File: config.mk
export PLATFORM = sky130hd
export DESIGN_NAME = hpdmc_busmaster
export DESIGN_NICKNAME = d
export VERILOG_FILES = /design/src/rtl/hpdmc_busmaster.sv
export SDC_FILE = /design/constraint.sdc
export NUM_CORES = 1
export LEC_CHECK = 0
export CORE_UTILIZATION = 60
export CTS_CLUSTER_DIAMETER = 120
export DETAILED_ROUTE_END_ITERATION = 12
export HOLD_SLACK_MARGIN = 0.12
export PLACE_DENSITY_LB_ADDON = 0.05
export SYNTH_ARGS = -nofsm -noshare
export SYNTH_HDL_FRONTEND = slang
export SYNTH_SLANG_ARGS = --single-unit
File: constraint.sdc
create_clock -name sys_clk -period 18.2 [get_ports sys_clk]
set_input_delay 3.64 -clock sys_clk [delete_from_list [all_inputs] [get_ports sys_clk]]
set_output_delay 3.64 -clock sys_clk [all_outputs]
set_load 0.01 [all_outputs]
File: src/rtl/hpdmc_busmaster.sv
// hpdmc_busmaster: streaming client to 4-beat WISHBONE bursts on the HPDMC port.
// Define HPDMC_NEXTADR_EN to drive next-burst address prediction during reads.

module hpdmc_busmaster #(
    parameter int rfifo_depth = 8,
    parameter int wfifo_depth = 8
) (
    input  logic        sys_clk,
    input  logic        sys_rst_n,
    input  logic        cmd_valid,
    output logic        cmd_ready,
    input  logic        cmd_we,
    input  logic [31:0] cmd_adr,
    input  logic [15:0] cmd_len,
    input  logic        wdat_valid,
    output logic        wdat_ready,
    input  logic [63:0] wdat,
    input  logic [7:0]  wsel,
    output logic        rdat_valid,
    input  logic        rdat_ready,
    output logic [63:0] rdat,
    output logic        busy,
    output logic        done,
    output logic [31:0] wb_adr_o,
    output logic [2:0]  wb_cti_o,
    output logic [63:0] wb_dat_o,
    output logic [7:0]  wb_sel_o,
    output logic        wb_cyc_o,
    output logic        wb_stb_o,
    output logic        wb_we_o,
    input  logic [63:0] wb_dat_i,
    input  logic        wb_ack_i,
    output logic        wb_nextadr_valid,
    output logic [31:0] wb_nextadr
);

    localparam int RAW = $clog2(rfifo_depth);
    localparam int WAW = $clog2(wfifo_depth);
    localparam logic [RAW-1:0] RP1 = {{(RAW-1){1'b0}}, 1'b1};
    localparam logic [RAW:0]   RC1 = {{RAW{1'b0}}, 1'b1};
    localparam logic [WAW-1:0] WP1 = {{(WAW-1){1'b0}}, 1'b1};
    localparam logic [WAW:0]   WC1 = {{WAW{1'b0}}, 1'b1};

    typedef enum logic [2:0] {
        S_IDLE,
        S_WAIT,
        S_BURST,
        S_GAP,
        S_DONE
    } state_t;

    state_t r_state;
    state_t w_next;

    logic        r_we;
    logic [31:0] r_adr;
    logic [15:0] r_cnt;
    logic [1:0]  r_beat;

    logic w_ack;
    logic w_accept;
    logic w_unused;

    logic [63:0]    r_rf_mem [rfifo_depth];
    logic [RAW-1:0] r_rf_wp;
    logic [RAW-1:0] r_rf_rp;
    logic [RAW:0]   r_rf_cnt;
    logic           w_rf_push;
    logic           w_rf_pop;
    logic           w_rf_room;

    logic [63:0]    r_wf_dat [wfifo_depth];
    logic [7:0]     r_wf_sel [wfifo_depth];
    logic [WAW-1:0] r_wf_wp;
    logic [WAW-1:0] r_wf_rp;
    logic [WAW:0]   r_wf_cnt;
    logic           w_wf_push;
    logic           w_wf_pop;
    logic           w_wf_have;
    logic           w_wf_empty;

    assign w_unused = ^cmd_adr[4:0];

    // Acks only count while a beat is actually being strobed.
    assign w_ack    = wb_ack_i & (r_state == S_BURST);
    assign w_accept = cmd_valid & (r_state == S_IDLE);

    assign w_rf_push = w_ack & ~r_we;
    assign w_rf_pop  = rdat_valid & rdat_ready;
    assign w_rf_room = int'(r_rf_cnt) <= (rfifo_depth - 4);
    assign rdat_valid = (r_rf_cnt != '0);
    assign rdat       = r_rf_mem[r_rf_rp];

    assign w_wf_empty = (r_wf_cnt == '0);
    assign wdat_ready = int'(r_wf_cnt) != wfifo_depth;
    assign w_wf_push  = wdat_valid & wdat_ready;
    assign w_wf_pop   = w_ack & r_we;
    assign w_wf_have  = int'(r_wf_cnt) >= 4;
    assign wb_dat_o   = w_wf_empty ? 64'd0 : r_wf_dat[r_wf_rp];
    assign wb_sel_o   = w_wf_empty ? 8'd0 : r_wf_sel[r_wf_rp];

    assign wb_adr_o = r_adr;

    always_ff @(posedge sys_clk) begin
        if (!sys_rst_n) begin
            r_state <= S_IDLE;
        end else begin
            r_state <= w_next;
        end
    end

    always_comb begin
        w_next    = r_state;
        cmd_ready = 1'b0;
        busy      = 1'b1;
        done      = 1'b0;
        wb_cyc_o  = 1'b0;
        wb_stb_o  = 1'b0;
        wb_we_o   = 1'b0;
        wb_cti_o  = 3'b000;
        unique case (r_state)
            S_IDLE: begin
                busy      = 1'b0;
                cmd_ready = 1'b1;
                if (cmd_valid) begin
                    w_next = (cmd_len == 16'd0) ? S_DONE : S_WAIT;
                end
            end
            S_WAIT: begin
                if (r_we ? w_wf_have : w_rf_room) begin
                    w_next = S_BURST;
                end
            end
            S_BURST: begin
                wb_cyc_o = 1'b1;
                wb_stb_o = 1'b1;
                wb_we_o  = r_we;
                wb_cti_o = (r_beat == 2'd3) ? 3'b111 : 3'b010;
                if (w_ack && r_beat == 2'd3) begin
                    w_next = (r_cnt == 16'd1) ? S_DONE : S_GAP;
                end
            end
            S_GAP: begin
                w_next = S_WAIT;
            end
            S_DONE: begin
                done   = 1'b1;
                w_next = S_IDLE;
            end
            default: begin
                w_next = S_IDLE;
            end
        endcase
    end

    always_ff @(posedge sys_clk) begin
        if (!sys_rst_n) begin
            r_we   <= 1'b0;
            r_adr  <= 32'd0;
            r_cnt  <= 16'd0;
            r_beat <= 2'd0;
        end else begin
            if (w_accept) begin
                r_we   <= cmd_we;
                r_adr  <= {cmd_adr[31:5], 5'b0};
                r_cnt  <= cmd_len;
                r_beat <= 2'd0;
            end
            if (w_ack) begin
                r_adr  <= r_adr + 32'd8;
                r_beat <= r_beat + 2'd1;
                if (r_beat == 2'd3) begin
                    r_cnt <= r_cnt - 16'd1;
                end
            end
        end
    end

    always_ff @(posedge sys_clk) begin
        if (w_rf_push) begin
            r_rf_mem[r_rf_wp] <= wb_dat_i;
        end
    end

    always_ff @(posedge sys_clk) begin
        if (!sys_rst_n) begin
            r_rf_wp  <= '0;
            r_rf_rp  <= '0;
            r_rf_cnt <= '0;
        end else begin
            if (w_rf_push) begin
                r_rf_wp <= r_rf_wp + RP1;
            end
            if (w_rf_pop) begin
                r_rf_rp <= r_rf_rp + RP1;
            end
            case ({w_rf_push, w_rf_pop})
                2'b10:   r_rf_cnt <= r_rf_cnt + RC1;
                2'b01:   r_rf_cnt <= r_rf_cnt - RC1;
                default: r_rf_cnt <= r_rf_cnt;
            endcase
        end
    end

    always_ff @(posedge sys_clk) begin
        if (w_wf_push) begin
            r_wf_dat[r_wf_wp] <= wdat;
            r_wf_sel[r_wf_wp] <= wsel;
        end
    end

    always_ff @(posedge sys_clk) begin
        if (!sys_rst_n) begin
            r_wf_wp  <= '0;
            r_wf_rp  <= '0;
            r_wf_cnt <= '0;
        end else begin
            if (w_wf_push) begin
                r_wf_wp <= r_wf_wp + WP1;
            end
            if (w_wf_pop) begin
                r_wf_rp <= r_wf_rp + WP1;
            end
            case ({w_wf_push, w_wf_pop})
                2'b10:   r_wf_cnt <= r_wf_cnt + WC1;
                2'b01:   r_wf_cnt <= r_wf_cnt - WC1;
                default: r_wf_cnt <= r_wf_cnt;
            endcase
        end
    end

`ifdef HPDMC_NEXTADR_EN
    logic w_pred;
    // Bursts are 32-byte aligned, so the upper address bits name the burst.
    assign w_pred = ~r_we & ((r_state == S_WAIT) | (r_state == S_BURST));
    assign wb_nextadr = w_pred ? {r_adr[31:5] + 27'd1, 5'b0} : 32'd0;
    assign wb_nextadr_valid = w_pred & (r_cnt > 16'd1);
`else
    assign wb_nextadr = 32'd0;
    assign wb_nextadr_valid = 1'b0;
`endif

endmodule

==> metrics.yaml <==
status: "completed"
netSwitchingFraction_pct: 22.4
antenna_found_initial: 8
dr.pass1.iters: 7
vias: 22600
tns_ns: 0
nets: 2840
fin_crit_ns: 8.34
power.total_mw: 6.08
power_leakage_nw: 16.8
placed_area_sq_um: 50100
r2r_slack_ns: 14.48
cts_hold_buf: 0
cp.required_ns: 14.56
cp-end-kind: "primary output"
clkPwrFrac_pct: 38.0
drv_slew: 0
slowest_stage: "buf_4"
critical_path.max_stage_delay_ns: 0.87
dp_slack_ns: 10.36
synth.distinct_cells: 69
die_h_microns: 277
post-route-drc-count: 0
startpoint_type: "flop"
fin_crit_sh_pct: 45.8
pin_count: 403
tightestPinTransition_ns: 1.10
grt_overflow: 0
clock-root-buffer: "clkbuf_16"
synth-seq-area-share_pct: 75.2
hold_violations: 0
vdd_drop_max_mv: 0.116
grt_start_max_net_pins: 105
synth-warning-count: 0
instances_no_fill: 3704
drt_iter0_markers: 1570
comb_power_share_pct: 11.8
cts_htree_levels: 3
critPathKind: "reg2out"
relSlewSlack_pct: 26.7
synth_cells: 2229
finalSetupViolations: 0
drtAntennaViolNets: 0
area_growth_pct: 18.3
synth-edff-count: 1088
crit_family: "buffers and inverters"
clk_path_buf_depth: 3
syn_area_per_cell_sq_um: 20.4
fmax_mhz: 120
cp.arrival_ns: 4.70
seq_power_share_pct: 50.3
cpMostUsedCell: "buf_4"
gr-usage-all-layers_pct: 25.1
routed_wl_microns: 95000
internal_power_mw: 4.72
clock_skew_ns: 0.0154
grt_setup_unrepaired: "no"
setup_slack_ns: 9.86
postCtsSetupBuffers: 0
placed_cells: 3488
netlist_area_sq_um: 45500
core.rowCount: 100
cts_tree: "yes"
path_cells: "buf_4 -> buf_4 -> mux4_2 -> mux2_2 -> clkdlybuf4s50_1"
port-buffer-count: 361
switchingPower_mw: 1.36
routabilityCongestion: 0.849
fp.coreArea_sq_um: 74700
path_clk_slew_ns: 0.06
ys_top_cells_by_area: "edfxtp_1 72%, mux4_2 13%, dfxtp_1 3.4%"
power_density_nw_per_um2: 113
ys_seq_elements: 1165
initial_core_util_pct: 60.9
wl_per_cell_microns: 25.7
hold_class: "reg2reg"
cts_sinks: 1165
synth_top_area_cell: "edfxtp_1"
via_per_inst: 6.11
grt_pass1_vias: 23700
drive_gt1_share_pct: 21.6
post-dp-hpwl_microns: 52600
numCtsBuffers: 114
synth_ff_type: "edfxtp_1"
dieArea_sq_um: 77000
worstSkewPairLatency_ns: 0.67
final_area_sq_um: 53900
cts_resized: 0
crit_fanout: 49
die-width_microns: 277
synthArstFlopShare_pct: 0
drv_cap: 0
synth_top_area_share_pct: 71.8
path_buf_inv: 3
grt_pass1_wl_microns: 144000
==> final cells by class <==
cell class	count	area [sq um]
flip-flops and latches	1165	34200
repair buffers	404	3950
multi-input cells	937	10700
fillers	4462	20800
well taps	969	1210
diodes	2	5.00
clock buffers	132	2960
inverters	13	48.8
clock inverters	82	757
==> routing by layer <==
| metal | track usage, % | wire length [microns] | up-vias |
|---|---|---|---|
| met2 | 43.2 | 49100 | 624 |
| met1 | 32.9 | 37900 | 11900 |
| li1 | - | - | 9928 |
| met4 | 6.94 | 2240 | 16 |
| met3 | 4.94 | 5630 | 173 |
| met5 | 0 | 110 | - |
==> sequential cells by signal, summed over array words and instances, names as in the netlist, named ones only <==
signal,count
r_beat,2
r_cnt,16
r_rf_cnt,4
r_rf_mem,512
r_rf_rp,3
r_rf_wp,3
r_state,3
r_we,1
r_wf_cnt,4
r_wf_dat,512
r_wf_rp,3
r_wf_sel,64
r_wf_wp,3
wb_adr_o,29
==> synthesized netlist by cell type (5+ instances only) <==
| cell type | count |
|---|---|
| nor2_1 | 131 |
| buf_4 | 39 |
| mux2_2 | 67 |
| nand4_1 | 18 |
| a22oi_1 | 9 |
| nor3b_1 | 6 |
| buf_2 | 37 |
| o21ai_0 | 28 |
| o211ai_1 | 5 |
| ha_1 | 14 |
| and2_1 | 6 |
| o21a_1 | 8 |
| nand2_1 | 62 |
| clkbuf_1 | 56 |
| and3_1 | 7 |
| edfxtp_1 | 1088 |
| or3_1 | 6 |
| a222oi_1 | 6 |
| xnor2_1 | 5 |
| a31oi_1 | 10 |
| inv_1 | 11 |
| mux2i_1 | 75 |
| nor3_1 | 17 |
| xor2_1 | 13 |
| nor4_1 | 15 |
| mux4_2 | 272 |
| nand3_1 | 16 |
| a21oi_1 | 38 |
| dfxtp_1 | 77 |
| buf_1 | 12 |
==> power groups by stage <==
stage	combinational, mW	clock [mW]	sequential [mW]
after floorplan	0.435	0	3.09
after global placement	0.709	0	3.11
after detailed placement	0.720	0	3.11
after CTS	0.725	2.35	3.06
after global routing	0.768	2.45	3.07
final	0.714	2.31	3.06
==> worst paths after layout <==
kind	end	cells after the start	startpoint
worst max-delay path	rdat[28]	5	flop
worst min-delay path	flop	2	r_rf_rp[1]
worst max register to register	r_rf_mem[6][31]	5	r_state[1]
worst min register to register	flop	2	r_rf_rp[1]
==> stage by stage <==
step | hold slack, ns | util, %
3_3_place_gp | 0.454 | 67.1
4_1_cts | 0.478 | 72.1
2_1_floorplan | 0.454 | -
6_report | 0.479 | 72.1
5_1_grt | 0.525 | 72.1
3_5_place_dp | 0.468 | 67.1
==> layout by cell type (no fill, tap or decap), types with 7 or more instances in the layout <==
cell | netlist | layout
clkbuf_1 | 56 | 15
xor2_1 | 13 | 13
buf_4 | 39 | 42
a21oi_1 | 38 | 38
clkdlybuf4s50_1 | 0 | 361
edfxtp_1 | 1088 | 1088
a22oi_1 | 9 | 9
and3_1 | 7 | 7
dfxtp_1 | 77 | 71
mux2i_1 | 75 | 75
nor2_1 | 131 | 127
bufinv_16 | 0 | 13
nor3_1 | 17 | 10
mux2_2 | 67 | 67
conb_1 | 1 | 36
mux4_2 | 272 | 272
clkinvlp_4 | 0 | 8
o21a_1 | 8 | 8
nand2_1 | 62 | 62
clkinv_2 | 0 | 21
inv_1 | 11 | 11
nand4_1 | 18 | 18
o21ai_0 | 28 | 28
clkbuf_16 | 0 | 115
ha_1 | 14 | 14
a31oi_1 | 10 | 10
nor3_2 | 0 | 7
clkinv_1 | 0 | 35
nand3_1 | 16 | 16
nor4_1 | 15 | 12
==> cells by family (layout without fill, tap and decap cells) <==
family / after synthesis / count (layout) / share of synthesized area (%)
other cells: 1 / 38 / 0.00824
compound gates: 131 / 131 / 1.84
fa+ha+maj: 14 / 14 / 0.385
buf+inv: 162 / 631 / 1.85
flops: 1165 / 1165 / 75.2
xor+xnor: 18 / 18 / 0.346
simple gates: 324 / 324 / 3.65
mux: 414 / 414 / 16.8
==> worst register-to-register path, stage by stage, from the launching register on <==
cell and delay [ns]:
dfxtp_1 0.51, or3b_1 0.55, nor3b_2 0.46, nand2_1 0.31, nor2_4 0.72, buf_4 0.77
Note: power is estimated with default switching activity, not from simulation.
==> RTL edit 1, RTL diff (same flow settings) <==
`rfifo_depth`: 8 -> 16.
--- a/src/rtl/hpdmc_busmaster.sv
+++ b/src/rtl/hpdmc_busmaster.sv
@@ -4,3 +4,3 @@
 module hpdmc_busmaster #(
-    parameter int rfifo_depth = 8,
+    parameter int rfifo_depth = 16,
     parameter int wfifo_depth = 8
Check against the original RTL: not settled (the Yosys comparison gave no result); the edit may change what the design does.
==> RTL edit 1 against the original RTL <==
  * Routed wire length increased by 45%
  * Sequential cell count grew 516
  * Largest power group unchanged
  * Critical endpoint is now rdat[27]
  * Area after synthesis up 42%
  * Worst setup slack worse by 490 ps
  * Critical path depth unchanged
  * Highest routed layer unchanged
  * Total power increased by 43%
  * Worst hold slack got worse by 7.2 ps
  * Final area rose by 40%
==> RTL edit 1: results (changes against the original RTL) <==
* Run status: finished clean (unchanged)
* Layout Cells excl Fill at 4,931 (was 3,704)
* Worst skew pair latency at 770 ps (was 670 ps)
* Multi-input gates at 1,095 (was 937)
* Syn_area_per_cell at 21.94 um^2 (was 20.42 um^2)
* Placed cells at 4,617 (was 3,488)
* Gr usage total at 0.2573 (was 0.2510)
* Post-synthesis xor/xnor area fraction at 0.002568 (was 0.003463)
* Routability cong. at 0.8481 (was 0.8485)
* Register area at 0.04969 mm^2 (was 0.03423 mm^2)
* Routed via count at 30,930 (was 22,650)
* Worst-Margin Slew at 1104 ps (was 1100 ps)
* CTS Buf Count at 166 (was 114)
* Fraction of area in multi-input gates at 0.1919 (was 0.1986)
* Wire length per cell at 27.99 um (was 25.66 um)
* Clock Skew at 20.64 ps (was 15.40 ps)
* CP max FO at 113 (was 49)
* H-tree Lvls at 4 (was 3)
* Post-synthesis mux area share at 0.1741 (was 0.1676)
* Largest net degree at the start of global routing at 114 (was 105)
* Slowest Stage Delay on Critical Path at 940 ps (was 870 ps)
* Synth Area in Adders at 0.003089 (was 0.003848)
* Cell Area, Placed at 0.07004 mm^2 (was 0.05014 mm^2)
* R2R cell count at 7 (was 5)
* Layout cells sized above 1 at 0.2271 (was 0.2155)
* Largest regs: r_rf_mem (1024), r_wf_dat (512), r_wf_sel (64) (was r_rf_mem (512), r_wf_dat (512), r_wf_sel (64))
* Net load switching power at 1.934 mW (was 1.363 mW)
* Period utilization at 0.4850 (was 0.4581)
* Sequential share of cell area at 0.6598 (was 0.6356)
* Inverters at 19 (was 13)
* Global-route wire length before repair at 204.3 mm (was 144.3 mm)
* Initial antenna violation count at 23 (was 8)
* Pre-CTS WS at 9971 ps (was 10,360 ps)
* Initial DRT Pass Iterations at 5 (was 7)
* Synth top cells by count: edfxtp_1, mux4_2, nor2_1, clkbuf_1, dfxtp_1 (was edfxtp_1, mux4_2, nor2_1, dfxtp_1, mux2i_1)
* Crit path DAT at 5190 ps (was 4700 ps)
* Seq/Total Area, Yosys at 0.7663 (was 0.7516)
* Detailed placement HPWL at 74.58 mm (was 52.58 mm)
* Reg2reg setup slack at 14,550 ps (was 14,480 ps)
* Top post-synthesis cells by area: edfxtp_1, mux4_2, dfxtp_1 (unchanged)
* End of the worst register-to-register path: r_rf_mem[7][16] (was r_rf_mem[6][31])
* Unique masters post-synth at 65 (was 69)
* Initial DRC Count at 2,884 (was 1,570)
* Clock network area share at 0.06984 (was 0.06904)
* Vias in the first global route at 32,480 (was 23,700)
* Worst hold slack at 472.0 ps (was 479.2 ps)
* Hold path start: r_wf_rp[1] (was r_rf_rp[1])
* VDD IR max at 0.1122 mV (was 0.1157 mV)
* Clkbuf count at 217 (was 132)
* Synth Area in Compound Gates at 0.01261 (was 0.01839)
* Fillers at 6,389 (was 4,462)
## RTL edit 1: layer usage
layer  vias to the layer above  wire [um]  share of wire  global-route usage
met5                         -        176         0.0013                   0
met4                        26       3332          0.024             0.08054
met3                       227       8648          0.063             0.05390
met2                      1002      72280           0.52              0.4383
met1                     16470      53590           0.39              0.3356
li1                      13210          -              -                   -
## RTL edit 1: power by group through the flow
stage	Sequential [mW]	Clock, mW	Combinational [mW]
after floorplan	4.41	0	0.708
after detailed placement	4.44	0	1.06
after global placement	4.44	0	1.04
after CTS	4.36	3.35	1.07
final	4.36	3.30	1.05
after global routing	4.37	3.49	1.13
## RTL edit 1: how the worst max path moves through the flow
stage,start,to,cells past startpoint
final,register,rdat[27],5
after global routing,register,rdat[27],5
after CTS,register,rdat[27],5
after detailed placement,register,rdat[31],5
after global placement,register,rdat[31],5
after floorplan,wdat_valid,r_wf_dat[0][0],2
==> RTL edit 2, RTL diff (same flow settings) <==
Made on the original files. The 5 states of `state_t` get a Gray code encoding in 3 bits.
--- a/src/rtl/hpdmc_busmaster.sv
+++ b/src/rtl/hpdmc_busmaster.sv
@@ -44,7 +44,7 @@
     typedef enum logic [2:0] {
-        S_IDLE,
-        S_WAIT,
-        S_BURST,
-        S_GAP,
-        S_DONE
+        S_IDLE  = 3'b000,
+        S_WAIT  = 3'b001,
+        S_BURST = 3'b011,
+        S_GAP   = 3'b010,
+        S_DONE  = 3'b110
     } state_t;
Check against the original RTL: no difference found for any inputs over 4 cycles, from zero or initial values and one cycle with sys_rst_n low; so few cycles prove little.
==> RTL edit 2 against the original RTL <==
  * Final area shrank 0.26%
  * Critical path depth grew 1
  * First-iteration DRC count grew 19%
  * Routed wire length is essentially flat
  * Die area shrank 0.30%
  * Utilization shrank 0.19 points
  * Worst setup slack gained 400 ps
  * Area after synthesis shrank 0.30%
  * Sequential cell count is the same
  * Critical path type unchanged
Power is not compared: it rests on default switching activity, and its combinational part moved more than twofold at a synthesized area within 25%.
==> RTL edit 2: results (changes against the original RTL) <==
* Met3 routed WL at 6.389 mm (was 5.630 mm)
* Global-route wire length before repair at 142.3 mm (was 144.3 mm)
* Wire length per cell at 25.68 um (was 25.66 um)
* Routability cong. at 0.8746 (was 0.8485)
* M1 GR Usage at 0.3278 (was 0.3285)
* CTS resizes at 0 (unchanged)
* Crit path DAT at 4290 ps (was 4700 ps)
* Ys async rst share at 0 (unchanged)
* Setup WS post-layout at 10,270 ps (was 9862 ps)
* Pre-CTS WS at 10,900 ps (was 10,360 ps)
* Gr usage total at 0.2496 (was 0.2510)
* CP max FO at 54 (was 49)
* Clock power share at 0.409
* Initial DRT Pass Iterations at 5 (was 7)
* Met2 Use GR at 0.4238 (was 0.4322)
* Initial DRC Count at 1,870 (was 1,570)
* Layout cells sized above 1 at 0.2095 (was 0.2155)
* WL met2 at 49.25 mm (was 49.14 mm)
* Initial antenna violation count at 14 (was 8)
* Synth Area in Adders at 0.003860 (was 0.003848)
* Worst Setup EP: wb_dat_o[19] (was rdat[28])
* Synth top cells by count: edfxtp_1, mux4_2, nor2_1, dfxtp_1, mux2i_1 (unchanged)
* Reg2reg setup slack at 14,840 ps (was 14,480 ps)
* Fin nets at 2,831 (was 2,840)
* Hold path start: r_rf_rp[1] (unchanged)
* Post-synthesis xor/xnor area fraction at 0.004053 (was 0.003463)
* GR Util met3 at 0.04935 (was 0.04936)
* Clock Path Buffers at 3 (unchanged)
* Post-CTS Setup Repair Bufs at 0 (unchanged)
* Top post-synthesis cells by area: edfxtp_1, mux4_2, dfxtp_1 (unchanged)
* Final WL at 95.01 mm (was 95.03 mm)
* Routed via count at 22,540 (was 22,650)
* End of the worst register-to-register path: r_rf_mem[5][4] (was r_rf_mem[6][31])
* Met1 Wirelength at 37.01 mm (was 37.91 mm)
* Clock Skew at 19.98 ps (was 15.40 ps)
* Detailed placement HPWL at 52.51 mm (was 52.58 mm)
* Relative slew slack at 0.2431 (was 0.2668)
* Placed cells at 3,480 (was 3,488)
* Synth Area in Compound Gates at 0.01875 (was 0.01839)
* Post-synthesis mux area share at 0.1674 (was 0.1676)
* CTS Buf Count at 113 (was 114)
* Largest net degree at the start of global routing at 127 (was 105)
* Seq/Total Area, Yosys at 0.7539 (was 0.7516)
* Run status: finished clean (unchanged)
* Largest regs: r_rf_mem (512), r_wf_dat (512), r_wf_sel (64) (unchanged)
* Syn_area_per_cell at 20.36 um^2 (was 20.42 um^2)
* FF-to-FF Start: r_state[0] (was r_state[1])
* Crit path kind: register to output port (unchanged)
* Cell Area, Placed at 0.05003 mm^2 (was 0.05014 mm^2)
* Leakage at 16.70 nW
## RTL edit 2: cell types whose count changed after synthesis, moves of 4 or more
cell and delta:
nand4_1 -4, a2bb2oi_1 +4, a222oi_1 -6, o21a_1 -4
nand3_1 +9, a21oi_1 +8, buf_2 -12, nor3_1 +6
nand2_1 -4, nor3b_1 -4, buf_6 -4, clkbuf_1 +16
## RTL edit 2: area by class of cell
class	instances	area (um^2)
Tap cell	969	1212
Sequential cell	1165	34230
Fill cell	4517	20970
Antenna cell	10	25.02
Multi-Input combinational cell	938	10640
Clock inverter	58	599.3
Timing Repair Buffer	397	3909
Inverter	11	41.29
Clock buffer	152	3067
## RTL edit 2: worst min path at each step
stage | to | slack, ps
after global routing | register | 520
after global placement | register | 460
after detailed placement | register | 480
after CTS | register | 490
final | register | 480
after floorplan | r_cnt[14] | 450
## RTL edit 2: critical path: stages (launching register included)
cell	delay [ps]
dfxtp_4	820
buf_4	660
buf_4	760
mux4_2	360
mux2i_1	70
nor2_1	270
clkdlybuf4s50_1	610
